**src/rtl/rv_ddr_arb.sv**
```systemverilog
// Round-robin arbiter between the instruction-refill and data ports of the core
// and a single DDR3 controller app_* interface; one burst outstanding at a time.
module rv_ddr_arb #(
  parameter int AW         = 28,
  parameter int DW         = 128,
  parameter int RD_TIMEOUT = 1024
) (
  input  logic            clk,
  input  logic            reset,
  input  logic            calib_done,
  input  logic            i_req,
  input  logic [AW-1:0]   i_addr,
  output logic            i_ack,
  output logic [DW-1:0]   i_rdata,
  input  logic            d_req,
  input  logic            d_we,
  input  logic [AW-1:0]   d_addr,
  input  logic [DW-1:0]   d_wdata,
  input  logic [DW/8-1:0] d_be,
  output logic            d_ack,
  output logic [DW-1:0]   d_rdata,
  output logic [AW-1:0]   app_addr,
  output logic [2:0]      app_cmd,
  output logic            app_en,
  input  logic            app_rdy,
  output logic [DW-1:0]   app_wdf_data,
  output logic [DW/8-1:0] app_wdf_mask,
  output logic            app_wdf_wren,
  output logic            app_wdf_end,
  input  logic            app_wdf_rdy,
  input  logic [DW-1:0]   app_rd_data,
  input  logic            app_rd_data_valid,
  output logic            err
);

  localparam int MW = DW / 8;
  localparam int CW = $clog2(RD_TIMEOUT + 1);
  localparam logic [2:0] CMD_WR = 3'b000;
  localparam logic [2:0] CMD_RD = 3'b001;
  localparam logic GNT_I = 1'b0;
  localparam logic GNT_D = 1'b1;

  typedef enum logic [2:0] {
    ST_IDLE   = 3'd0,
    ST_WDATA  = 3'd1,
    ST_CMD    = 3'd2,
    ST_RDWAIT = 3'd3,
    ST_DONE   = 3'd4
  } state_e;

  state_e          state_q, state_d;
  logic            last_grant_q, last_grant_d;
  logic            gnt_q, gnt_d;
  logic            we_q, we_d;
  logic [CW-1:0]   cnt_q, cnt_d;
  logic            i_ack_q, i_ack_d;
  logic [DW-1:0]   i_rdata_q, i_rdata_d;
  logic            d_ack_q, d_ack_d;
  logic [DW-1:0]   d_rdata_q, d_rdata_d;
  logic [AW-1:0]   app_addr_q, app_addr_d;
  logic [2:0]      app_cmd_q, app_cmd_d;
  logic            app_en_q, app_en_d;
  logic [DW-1:0]   app_wdf_data_q, app_wdf_data_d;
  logic [MW-1:0]   app_wdf_mask_q, app_wdf_mask_d;
  logic            app_wdf_wren_q, app_wdf_wren_d;
  logic            err_q, err_d;

  logic            pick;
  logic [AW-1:0]   sel_addr;
  logic            sel_we;

  // Arbitration choice: a lone requester wins, otherwise the port not served last.
  always_comb begin
    pick     = GNT_I;
    sel_addr = i_addr;
    sel_we   = 1'b0;
    if (i_req && d_req) begin
      pick = ~last_grant_q;
    end else if (d_req) begin
      pick = GNT_D;
    end else begin
      pick = GNT_I;
    end
    if (pick == GNT_D) begin
      sel_addr = d_addr;
      sel_we   = d_we;
    end else begin
      sel_addr = i_addr;
      sel_we   = 1'b0;
    end
  end

  // Next-state and registered-output computation for the transaction sequencer.
  always_comb begin
    state_d        = state_q;
    last_grant_d   = last_grant_q;
    gnt_d          = gnt_q;
    we_d           = we_q;
    cnt_d          = cnt_q;
    i_ack_d        = 1'b0;
    d_ack_d        = 1'b0;
    i_rdata_d      = i_rdata_q;
    d_rdata_d      = d_rdata_q;
    app_addr_d     = app_addr_q;
    app_cmd_d      = app_cmd_q;
    app_en_d       = app_en_q;
    app_wdf_data_d = app_wdf_data_q;
    app_wdf_mask_d = app_wdf_mask_q;
    app_wdf_wren_d = app_wdf_wren_q;
    err_d          = err_q;

    case (state_q)
      ST_IDLE: begin
        if (calib_done && (i_req || d_req)) begin
          gnt_d        = pick;
          last_grant_d = pick;
          we_d         = sel_we;
          app_addr_d   = {sel_addr[AW-1:3], 3'b000};
          if (sel_we) begin
            app_wdf_data_d = d_wdata;
            app_wdf_mask_d = ~d_be;
            app_wdf_wren_d = 1'b1;
            state_d        = ST_WDATA;
          end else begin
            app_en_d  = 1'b1;
            app_cmd_d = CMD_RD;
            state_d   = ST_CMD;
          end
        end else begin
          state_d = ST_IDLE;
        end
      end

      ST_WDATA: begin
        if (app_wdf_rdy) begin
          app_wdf_wren_d = 1'b0;
          app_en_d       = 1'b1;
          app_cmd_d      = CMD_WR;
          state_d        = ST_CMD;
        end else begin
          state_d = ST_WDATA;
        end
      end

      ST_CMD: begin
        if (app_rdy) begin
          app_en_d = 1'b0;
          if (we_q) begin
            d_ack_d = 1'b1;
            state_d = ST_DONE;
          end else begin
            cnt_d   = {CW{1'b0}};
            state_d = ST_RDWAIT;
          end
        end else begin
          state_d = ST_CMD;
        end
      end

      ST_RDWAIT: begin
        if (app_rd_data_valid) begin
          state_d = ST_DONE;
          if (gnt_q == GNT_D) begin
            d_rdata_d = app_rd_data;
            d_ack_d   = 1'b1;
          end else begin
            i_rdata_d = app_rd_data;
            i_ack_d   = 1'b1;
          end
        end else if (cnt_q == CW'(RD_TIMEOUT - 1)) begin
          // Abort: acknowledge with zero data so the requester never stalls forever.
          err_d   = 1'b1;
          state_d = ST_DONE;
          if (gnt_q == GNT_D) begin
            d_rdata_d = {DW{1'b0}};
            d_ack_d   = 1'b1;
          end else begin
            i_rdata_d = {DW{1'b0}};
            i_ack_d   = 1'b1;
          end
        end else begin
          cnt_d = cnt_q + CW'(1);
        end
      end

      ST_DONE: begin
        state_d = ST_IDLE;
      end

      default: begin
        state_d        = ST_IDLE;
        app_en_d       = 1'b0;
        app_wdf_wren_d = 1'b0;
      end
    endcase
  end

  // State and output registers with synchronous reset.
  always_ff @(posedge clk) begin
    if (reset) begin
      state_q        <= ST_IDLE;
      last_grant_q   <= GNT_D;
      gnt_q          <= GNT_I;
      we_q           <= 1'b0;
      cnt_q          <= {CW{1'b0}};
      i_ack_q        <= 1'b0;
      i_rdata_q      <= {DW{1'b0}};
      d_ack_q        <= 1'b0;
      d_rdata_q      <= {DW{1'b0}};
      app_addr_q     <= {AW{1'b0}};
      app_cmd_q      <= 3'b000;
      app_en_q       <= 1'b0;
      app_wdf_data_q <= {DW{1'b0}};
      app_wdf_mask_q <= {MW{1'b0}};
      app_wdf_wren_q <= 1'b0;
      err_q          <= 1'b0;
    end else begin
      state_q        <= state_d;
      last_grant_q   <= last_grant_d;
      gnt_q          <= gnt_d;
      we_q           <= we_d;
      cnt_q          <= cnt_d;
      i_ack_q        <= i_ack_d;
      i_rdata_q      <= i_rdata_d;
      d_ack_q        <= d_ack_d;
      d_rdata_q      <= d_rdata_d;
      app_addr_q     <= app_addr_d;
      app_cmd_q      <= app_cmd_d;
      app_en_q       <= app_en_d;
      app_wdf_data_q <= app_wdf_data_d;
      app_wdf_mask_q <= app_wdf_mask_d;
      app_wdf_wren_q <= app_wdf_wren_d;
      err_q          <= err_d;
    end
  end

  assign i_ack        = i_ack_q;
  assign i_rdata      = i_rdata_q;
  assign d_ack        = d_ack_q;
  assign d_rdata      = d_rdata_q;
  assign app_addr     = app_addr_q;
  assign app_cmd      = app_cmd_q;
  assign app_en       = app_en_q;
  assign app_wdf_data = app_wdf_data_q;
  assign app_wdf_mask = app_wdf_mask_q;
  assign app_wdf_wren = app_wdf_wren_q;
  assign app_wdf_end  = app_wdf_wren_q;
  assign err          = err_q;

endmodule

```
**config.mk**
```make
export PLATFORM = sky130hd
export DESIGN_NAME = rv_ddr_arb
export DESIGN_NICKNAME = d
export VERILOG_FILES = /design/src/rtl/rv_ddr_arb.sv
export SDC_FILE = /design/constraint.sdc
export NUM_CORES = 1
export LEC_CHECK = 0
export ABC_AREA = 1
export CAP_MARGIN = 20
export CORE_AREA = 2 2 302 304
export CTS_CLUSTER_SIZE = 24
export DETAILED_ROUTE_END_ITERATION = 7
export DIE_AREA = 0 0 304 306
export GPL_ROUTABILITY_DRIVEN = 0
export SLEW_MARGIN = 20
export SYNTH_ARGS = -nofsm -noshare
export SYNTH_HDL_FRONTEND = slang
export SYNTH_SLANG_ARGS = --single-unit
```
**constraint.sdc**
```tcl
create_clock -name clk -period 2 [get_ports clk]
set_input_delay 0.3 -clock clk [delete_from_list [all_inputs] [get_ports clk]]
set_output_delay 0.3 -clock clk [all_outputs]
set_load 0.02 [all_outputs]
```
# Word level (Yosys, flattened, before mapping)
# Cells that the tools add are included.
# op_classes
addsub	1
eq_ne	14
muxes	47
bitwise	7
reduce_logical	19
# ops
op	n
two-way mux 128 bit	8
two-way mux 11 bit	4
two-way mux 28 bit	1
two-way mux 3 bit	8
case mux 11 bit (2 select lines)	1
two-way mux 1 bit	18
!= test 2 bit (second input constant)	8
inverter 16 bit	1
case mux 3 bit (4 select lines)	1
AND reduction 3 bit	4
adder 11 x 1 -> 11 bit (second input constant)	1
equality test 11 x 10 -> 1 bit (second input constant)	1
AND reduction 5 bit	2
AND reduction 4 bit	2
equality test 3 x 2 -> 1 bit (second input constant)	2
inverter 1 bit	6
case mux 3 bit (2 select lines)	1
nonzero test 2 bit	3
two-way mux 2 bit	2
case mux 1 bit (4 select lines)	1
OR reduction 2 bit	2
equality test 3 x 1 -> 1 bit (second input constant)	1
equality test 3 bit (second input constant)	1
zero test 3 bit	1
7 further kinds	8
# word_totals
regBits	450
out_inout_bits	437
word_cells	104

# Logic depth before layout (Yosys ltp)
# Gate-level depths: netlist (run 1).
# logic_depth
ltp_word	6
depth_mapped	11
mapped_depth_nobuf	10

# Worst setup path before layout (run 1)
# Ideal clock, no wire load.
# synth_timing
path_type	flip-flop to flip-flop
from	register cnt_q[0]
to	register d_rdata_q[101], in the netlist d_rdata[101]
arrival_time_ps	1597
required_time_ps	1887
setup_slack_ps	291
stages_incl_launch_ff	11
n_path_buf	2
path_cell_list	dfxtp_1 -> ha_1 -> nand2_1 -> nor2_4 -> nand3_4 -> nand2_4 -> nand3_4 -> buf_2 -> buf_2 -> nor2_1 -> nor2_1
# synth_between
elab_chain_cells	3
# synth_lines
item	line	text
from (decl)	55	logic [CW-1:0] cnt_q, cnt_d;
from (signal assigned)	205	cnt_q <= {CW{1'b0}};
from (signal assigned)	222	cnt_q <= cnt_d;
equality test 11 x 10 -> 1 bit	170	end else if (cnt_q == CW'(RD_TIMEOUT - 1)) begin
nonzero test 2 bit (no line)	n/a	
AND reduction 3 bit (no line)	n/a	
to (signal assigned)	209	d_rdata_q <= {DW{1'b0}};
to (signal assigned)	226	d_rdata_q <= d_rdata_d;
to (decl)	59	logic [DW-1:0] d_rdata_q, d_rdata_d;
# Every way passes these cells.
# A chain may end at the register's enable or synchronous reset.

# Worst setup path after layout (run 1)
# layout_timing
from	register app_addr_q[13], in the netlist app_addr[13]
to	output app_addr[13]
# layout_rtl
item	line	text
from (decl)	60	logic [AW-1:0] app_addr_q, app_addr_d;
from (signal assigned)	210	app_addr_q <= {AW{1'b0}};
from (signal assigned)	227	app_addr_q <= app_addr_d;
to (decl)	22	output logic [AW-1:0] app_addr,
# No word-level cell between the ends.

==> flow_metrics.env, run 1 <==
export IMPL_critPathKind="register to output port"
export IMPL_die_area_sq_um=93000
export IMPL_p_switching_w=0.00567
export IMPL_grt_pass1_vias=19300
export IMPL_multi_input_area_sq_um=7680
export IMPL_syn_area_sq_um=19300
export IMPL_grt_usage_pct=16.2
export IMPL_vias=20200
export IMPL_synth_top_area_share_pct=46.4
export IMPL_status="finished clean"
export IMPL_cellLeakagePower_nw=13.6
export IMPL_synth_simple_gate_area_share_pct=33.2
export IMPL_place_hpwl_mm=58.6
export IMPL_die_w_um=304
export IMPL_route_detailed_drc=0
export IMPL_cts_tree="yes"
export IMPL_p_per_area_nw_per_um2=724
export IMPL_final_area_sq_um=30700
export IMPL_yosys_area_share_adder_pct=0.0647
export IMPL_syn_avg_cell_area_sq_um=6.54
export IMPL_synth_compound_area_share_pct=6.22
export IMPL_yosysUniqueCellTypes=26
export IMPL_crit_arrival_ns=1.65
export IMPL_ir_drop_v=0.000566
export IMPL_sw_frac_of_total_pct=25.5
export IMPL_ant_nets=0
export IMPL_drt_iter0_drc=1164
export IMPL_crit_buf_inv=1
export IMPL_clk_path_buf_depth=3
export IMPL_syn2layout_area_growth_pct=58.6
export IMPL_wl_met1_mm=33.1
export IMPL_viasPerCell=4.12
export IMPL_drive_gt1_share_pct=6.60
export IMPL_firstDrtPassIters=5
export IMPL_row_count=110
export IMPL_start_util_pct=21.6
export IMPL_synth_top_family_by_area="simple AND/OR/NAND/NOR gates"
export IMPL_wl_met2_mm=36.9
export IMPL_worstPathCellList="clkdlybuf4s50_1"
export IMPL_antenna_found_initial=11
export IMPL_period_minus_slack_ns=1.95
export IMPL_slew_headroom_pct=61.5
export IMPL_clk_latency_ns=0.60
export IMPL_clock_sinks=448
export IMPL_root_buffer="clkbuf_16"
export IMPL_cap_viol_max_count=0
export IMPL_min_path_type="primary input to register"
export IMPL_post_dp_cell_area_sq_um=28800
export IMPL_die_h_um=306
export IMPL_pwr_share_clk_pct=44.9
export IMPL_ctsHoldBuffers=0
export IMPL_htree_levels=2
export IMPL_cts_made_buffers=53
export IMPL_setup_violations=0
export IMPL_cpPeakStageDelay_ns=0.65
export IMPL_yosysSeqAreaShare_pct=46.4
export IMPL_path_max_fanout=2
export IMPL_grt_pass1_wl_mm=117
export IMPL_cp_required_ns=1.70
export IMPL_path_clk_slew_ns=0.06
export IMPL_num_io_pins=774
export IMPL_fin_tns_setup_ns=0
export IMPL_numPortBuffers=762
export IMPL_worst_pin_slew_ns=0.578
export IMPL_register_area_sq_um=8970
export IMPL_yosys_warnings=0
export IMPL_p_int_w=0.0166
export IMPL_synth_seq_cells=448
export IMPL_cp_end_kind="output port"
export IMPL_finalCritPeriodShare_pct=97.3
export IMPL_fillCellCount=9551
export IMPL_start_kind="register"
export IMPL_power_frac_seq_pct=41.9
export IMPL_drt_total_wl_mm=79.2
export IMPL_top_layer_used="met5"
export IMPL_synth_top_area_cell="dfxtp_1"
export IMPL_grt_overflow=0
export IMPL_power_total_w=0.0222
export IMPL_synth_xor_area_share_pct=0.0453
export IMPL_timing_final_max_slew_violations=0
export IMPL_rsz0062_at_grt="false"
export IMPL_fmaxAchievable_ghz=0.514
export IMPL_synthTopCellsByArea="dfxtp_1 (46%), nand2_1 (14%), nor2_1 (12%)"
export IMPL_core_area_sq_um=89600
export IMPL_cp_top_family="buffers and inverters"
export IMPL_route_met3_wl_mm=6.46
export IMPL_grt_max_degree=109
export IMPL_routedWlPerCell_um=16.1
export IMPL_finalHoldViolCount=0
export IMPL_fin_nets=4029
export IMPL_muxShareOfSynthArea_pct=0
export IMPL_combPwrFrac_pct=13.2
export IMPL_slowest_stage="clkdlybuf4s50_1"
export IMPL_clock_skew_ns=0.0126
export IMPL_postSynthCellCount=2957
==> Yosys cell counts <==
library cell	n
nand4_1	162
xor2_1	1
conb_1	1
nor3_1	1
nor3b_1	1
ha_1	1
inv_2	37
buf_6	2
a31oi_1	26
buf_1	27
nor2_1	638
buf_2	61
buf_4	7
nand2_1	747
a211oi_1	2
nor2_4	2
nand2_4	1
inv_1	460
clkbuf_1	102
nand3_4	3
o21ai_0	174
nor2_2	1
clkinv_1	1
dfxtp_1	448
nand3_1	20
a21oi_1	31
==> metal layers <==
layer  up-vias  global-route usage, %
met5         -                      0
met4        10                   6.06
met3       146                   5.24
met2       690                   27.0
met1      9038                   19.3
li1      10400                      -
==> final timing paths <==
path                      from           end  slack [ns]  cells after the start
max               app_addr[13]  app_addr[13]        0.05                      1
min          app_rd_data_valid    state_q[1]        0.22                      4
max reg2reg           cnt_q[0]  d_rdata[118]        0.15                     11
min reg2reg       last_grant_q  last_grant_q        0.48                      2
==> state kept, by name, summed over array words and instances (netlist names) <==
signal / flops
d_rdata: 128
i_ack: 1
d_ack: 1
app_en: 1
cnt_q: 11
gnt_q: 1
we_q: 1
app_addr: 25
app_cmd: 1
app_wdf_data: 128
last_grant_q: 1
app_wdf_mask: 16
i_rdata: 128
state_q: 3
err: 1
app_wdf_end: 1
==> power groups by stage <==
stage / Combinational (W) / Clock, W / Sequential [W]
2_1_floorplan: 0.000999 / 0 / 0.00975
6_report: 0.00295 / 0.00998 / 0.00931
5_1_grt: 0.00319 / 0.0106 / 0.00933
3_5_place_dp: 0.00294 / 0 / 0.00950
4_1_cts: 0.00295 / 0.0103 / 0.00931
3_3_place_gp: 0.00294 / 0 / 0.00950
==> per-stage QoR <==
step | setup WS, ns | hold WS [ns] | utilization (%) | cells
after detailed placement | -0.0554 | 0.457 | 32.2 | 4806
after global placement | 0.00625 | 0.445 | 32.2 | 4806
final | 0.0536 | 0.223 | 34.3 | 4909
after global routing | 0.000200 | 0.224 | 34.3 | 4909
after CTS | 0.000628 | 0.166 | 34.2 | 4900
after floorplan | 0.291 | 0.390 | - | 2961
==> cells by family (layout without fill, tap and decap cells) <==
logic type,count (synthesis),count (layout)
flip-flops,448,448
AND/OR/NAND/NOR,1576,1576
other,1,8
XOR/XNOR,1,1
adder cells (fa/ha/maj),1,1
AO/OA/AOI/OAI,233,233
buffers and inverters,697,1466
==> area by class of cell <==
| cell class | instances | area share [%] |
|---|---|---|
| Inverter | 498 | 6.13 |
| Tap cell | 1176 | 4.79 |
| Clock buffer | 82 | 5.37 |
| Antenna cell | 3 | 0.0245 |
| Clock inverter | 12 | 0.461 |
| Timing Repair Buffer | 874 | 29.0 |
| Sequential cell | 448 | 29.2 |
| Multi-Input combinational cell | 1816 | 25.0 |
==> cell usage in the layout (no fill, tap or decap), types with 35 or more instances in the layout <==
cell type / instances
clkdlybuf4s50_1: 751
inv_2: 35
o21ai_0: 174
clkbuf_16: 57
inv_1: 459
nand2_1: 745
buf_4: 80
nand4_1: 162
nor2_1: 637
dfxtp_1: 447
==> what timing repair did <==
item | in CTS | in global routing
pin swaps | 0 | 1
setup endpoints to repair | 9 | 29
gates resized for setup | 9 | 4
cloned | 0 | 2
setup buffers | 0 | 4
Note: power is estimated with default switching activity, not from simulation.
==> run 2, diff against run 1 <==
--- a/config.mk
+++ b/config.mk
@@ -7,10 +7,10 @@
 export LEC_CHECK = 0
 export ABC_AREA = 1
 export CAP_MARGIN = 20
-export CORE_AREA = 2 2 302 304
+export CORE_AREA = 2 2 299 301
 export CTS_CLUSTER_SIZE = 24
 export DETAILED_ROUTE_END_ITERATION = 7
-export DIE_AREA = 0 0 304 306
+export DIE_AREA = 0 0 301 303
 export GPL_ROUTABILITY_DRIVEN = 0
 export SLEW_MARGIN = 20
 export SYNTH_ARGS = -nofsm -noshare
==> constraint.sdc (replaced) <==
create_clock -name clk -period 1.6 [get_ports clk]
set_input_delay 0.24 -clock clk [delete_from_list [all_inputs] [get_ports clk]]
set_output_delay 0.24 -clock clk [all_outputs]
set_load 0.02 [all_outputs]
==> run 2 against run 1 <==
The run now ends with negative setup slack left. Non-clock buffer count is 115 higher. Sequential share of layout area is 1.4 points lower. Sequential power is 25% higher. Global-route usage is 1.1 points higher. Worst setup slack worse by 0.21 ns. Critical path type is now register to register. Wire length is 8.9% higher. Combinational power is 33% higher. Final area is 5.0% higher. First-iteration DRC count is 4.0% higher.
==> flow_metrics.env, run 2 (synthesis results as in run 1) <==
export IMPL_r2r_slack_ns=-0.16
export IMPL_die_area_sq_um=91200
export IMPL_clk_latency_ns=0.61
export IMPL_post_route_util_pct=36.7
export IMPL_period_minus_slack_ns=1.76
export IMPL_numPortBuffers=762
export IMPL_p_per_area_nw_per_um2=887
export IMPL_fin_nets=4147
export IMPL_grt_overflow=0
export IMPL_antenna_found_initial=11
export IMPL_routedWlPerCell_um=17.2
export IMPL_die_w_um=301
export IMPL_die_h_um=303
export IMPL_viasPerCell=4.18
export IMPL_cellLeakagePower_nw=16.1
export IMPL_violations="negative setup slack"
export IMPL_p_int_w=0.0212
export IMPL_drt_iter0_drc=1210
export IMPL_min_path_type="primary input to register"
export IMPL_cp_required_ns=2.09
export IMPL_finalCritPeriodShare_pct=110
export IMPL_setup_violations=315
export IMPL_ctsHoldBuffers=0
export IMPL_route_detailed_drc=0
export IMPL_post_dp_cell_area_sq_um=29600
export IMPL_status="finished with violations"
export IMPL_ant_nets=0
export IMPL_vias=21000
export IMPL_num_io_pins=774
export IMPL_timing_final_max_slew_violations=0
export IMPL_slew_headroom_pct=64.5
export IMPL_final_area_sq_um=32200
export IMPL_firstDrtPassIters=5
export IMPL_drt_total_wl_mm=86.3
export IMPL_clock_skew_ns=0.0218
export IMPL_grt_usage_pct=17.3
export IMPL_syn2layout_area_growth_pct=66.6
export IMPL_ir_drop_v=0.000745
export IMPL_crit_arrival_ns=2.25
export IMPL_htree_levels=2
export IMPL_clock_sinks=448
export IMPL_finalHoldViolCount=0
export IMPL_fmaxAchievable_ghz=0.568
export IMPL_rsz0062_at_grt="true"
export IMPL_setup_slack_ns=-0.161
export IMPL_pwr_share_clk_pct=45.6
export IMPL_p_switching_w=0.00741
export IMPL_r2r_cells=11
export IMPL_combPwrFrac_pct=13.7
export IMPL_clk_path_buf_depth=3
export IMPL_start_kind="register"
export IMPL_final_common_cell="nand2_1"
export IMPL_power_frac_seq_pct=40.7
export IMPL_dp_slack_ns=-0.306
export IMPL_whs_path_depth=2
export IMPL_grt_max_degree=80
export IMPL_root_buffer="clkbuf_16"
export IMPL_grt_pass1_vias=19700
export IMPL_cts_tree="yes"
export IMPL_worst_pin_slew_ns=0.533
export IMPL_dp_cells=4877
export IMPL_cap_viol_max_count=0
export IMPL_cts_made_buffers=54
export IMPL_drive_gt1_share_pct=12.9
export IMPL_grt_pass1_wl_mm=121
export IMPL_core_area_sq_um=88000
export IMPL_instances_no_fill=5021
export IMPL_row_count=109
export IMPL_place_hpwl_mm=62.4
export IMPL_cp_end_kind="register"
export IMPL_critPathKind="register to register"
export IMPL_sw_frac_of_total_pct=25.9
export IMPL_path_max_fanout=9
export IMPL_start_util_pct=22.0
export IMPL_final_cell_mix="nand2_1 (710), nor2_1 (621), inv_1 (451)"
export IMPL_path_clk_slew_ns=0.06
run 2: cell count changes in the layout (fill, tap and decap cells not counted), moves of 15 or more:
cell | before | now
clkdlybuf4s50_1 | 751 | 329
dlygate4sd2_1 | 8 | 342
buf_4 | 80 | 144
clkdlybuf4s15_1 | 0 | 45
clkdlybuf4s15_2 | 0 | 40
nand2_1 | 745 | 710
nand2_2 | 1 | 27
buf_12 | 30 | 48
o21ai_0 | 174 | 157
nor2_1 | 637 | 621
clkbuf_16 | 57 | 72
run 2: stage by stage:
| stage | hold slack [ns] | total power, W | setup TNS (ns) |
|---|---|---|---|
| after floorplan | 0.330 | 0.0134 | -1.35 |
| after global placement | 0.457 | 0.0157 | -48.72 |
| after detailed placement | 0.466 | 0.0157 | -56.99 |
| after CTS | 0.143 | 0.0287 | -26.38 |
| after global routing | 0.161 | 0.0297 | -55.15 |
| final | 0.175 | 0.0286 | -18.23 |
run 2: power groups by stage:
stage                     sequential (W)  clock (W)  combinational, W
after global routing              0.0117     0.0138           0.00422
after CTS                         0.0116     0.0134           0.00370
after global placement            0.0119          0           0.00383
final                             0.0116     0.0130           0.00391
after floorplan                   0.0122          0           0.00125
after detailed placement          0.0119          0           0.00383
run 2: timing repair:
| action | CTS | global route |
|---|---|---|
| pin swaps | 7 | 19 |
| gates cloned | 3 | 23 |
| buffers inserted | 4 | 11 |
| resized for setup | 582 | 127 |
| hold endpoints to repair | 0 | 0 |
| setup endpoints to repair | 806 | 566 |
run 2: per-layer routing:
layer / GRT usage, % / wire [um]
met1: 20.0 / 33900
met2: 30.0 / 42100
met3: 5.84 / 7620
met4: 5.34 / 2530
met5: 0 / 57
run 2: worst paths after layout:
kind	startpoint	end
worst max-delay path	cnt_q[1]	d_rdata[124]
worst min-delay path	d_be[15]	app_wdf_mask[15]
worst max register to register	cnt_q[1]	d_rdata[124]
worst min register to register	app_cmd[0]	app_cmd[0]
run 2: final cells by class:
type	instances	area [sq um]
flip-flops and latches	448	8980
inverters	498	1900
clock inverters	21	300
multi-input cells	1817	7980
repair inverters	1	16.3
repair buffers	989	10000
well taps	1165	1460
diodes	5	12.5
fillers	9353	55700
clock buffers	77	1560
run 2: worst max-delay path, cell delays in order, from the launching register on:
cell and delay (ns):
dfxtp_2 0.35, ha_4 0.15, nand2_4 0.05, nor2_4 0.13, nand3_4 0.12, nand2_8 0.11
buf_4 0.12, buf_12 0.16, buf_12 0.13, nand4_1 0.09, nand2_2 0.17, nor2_1 0.06
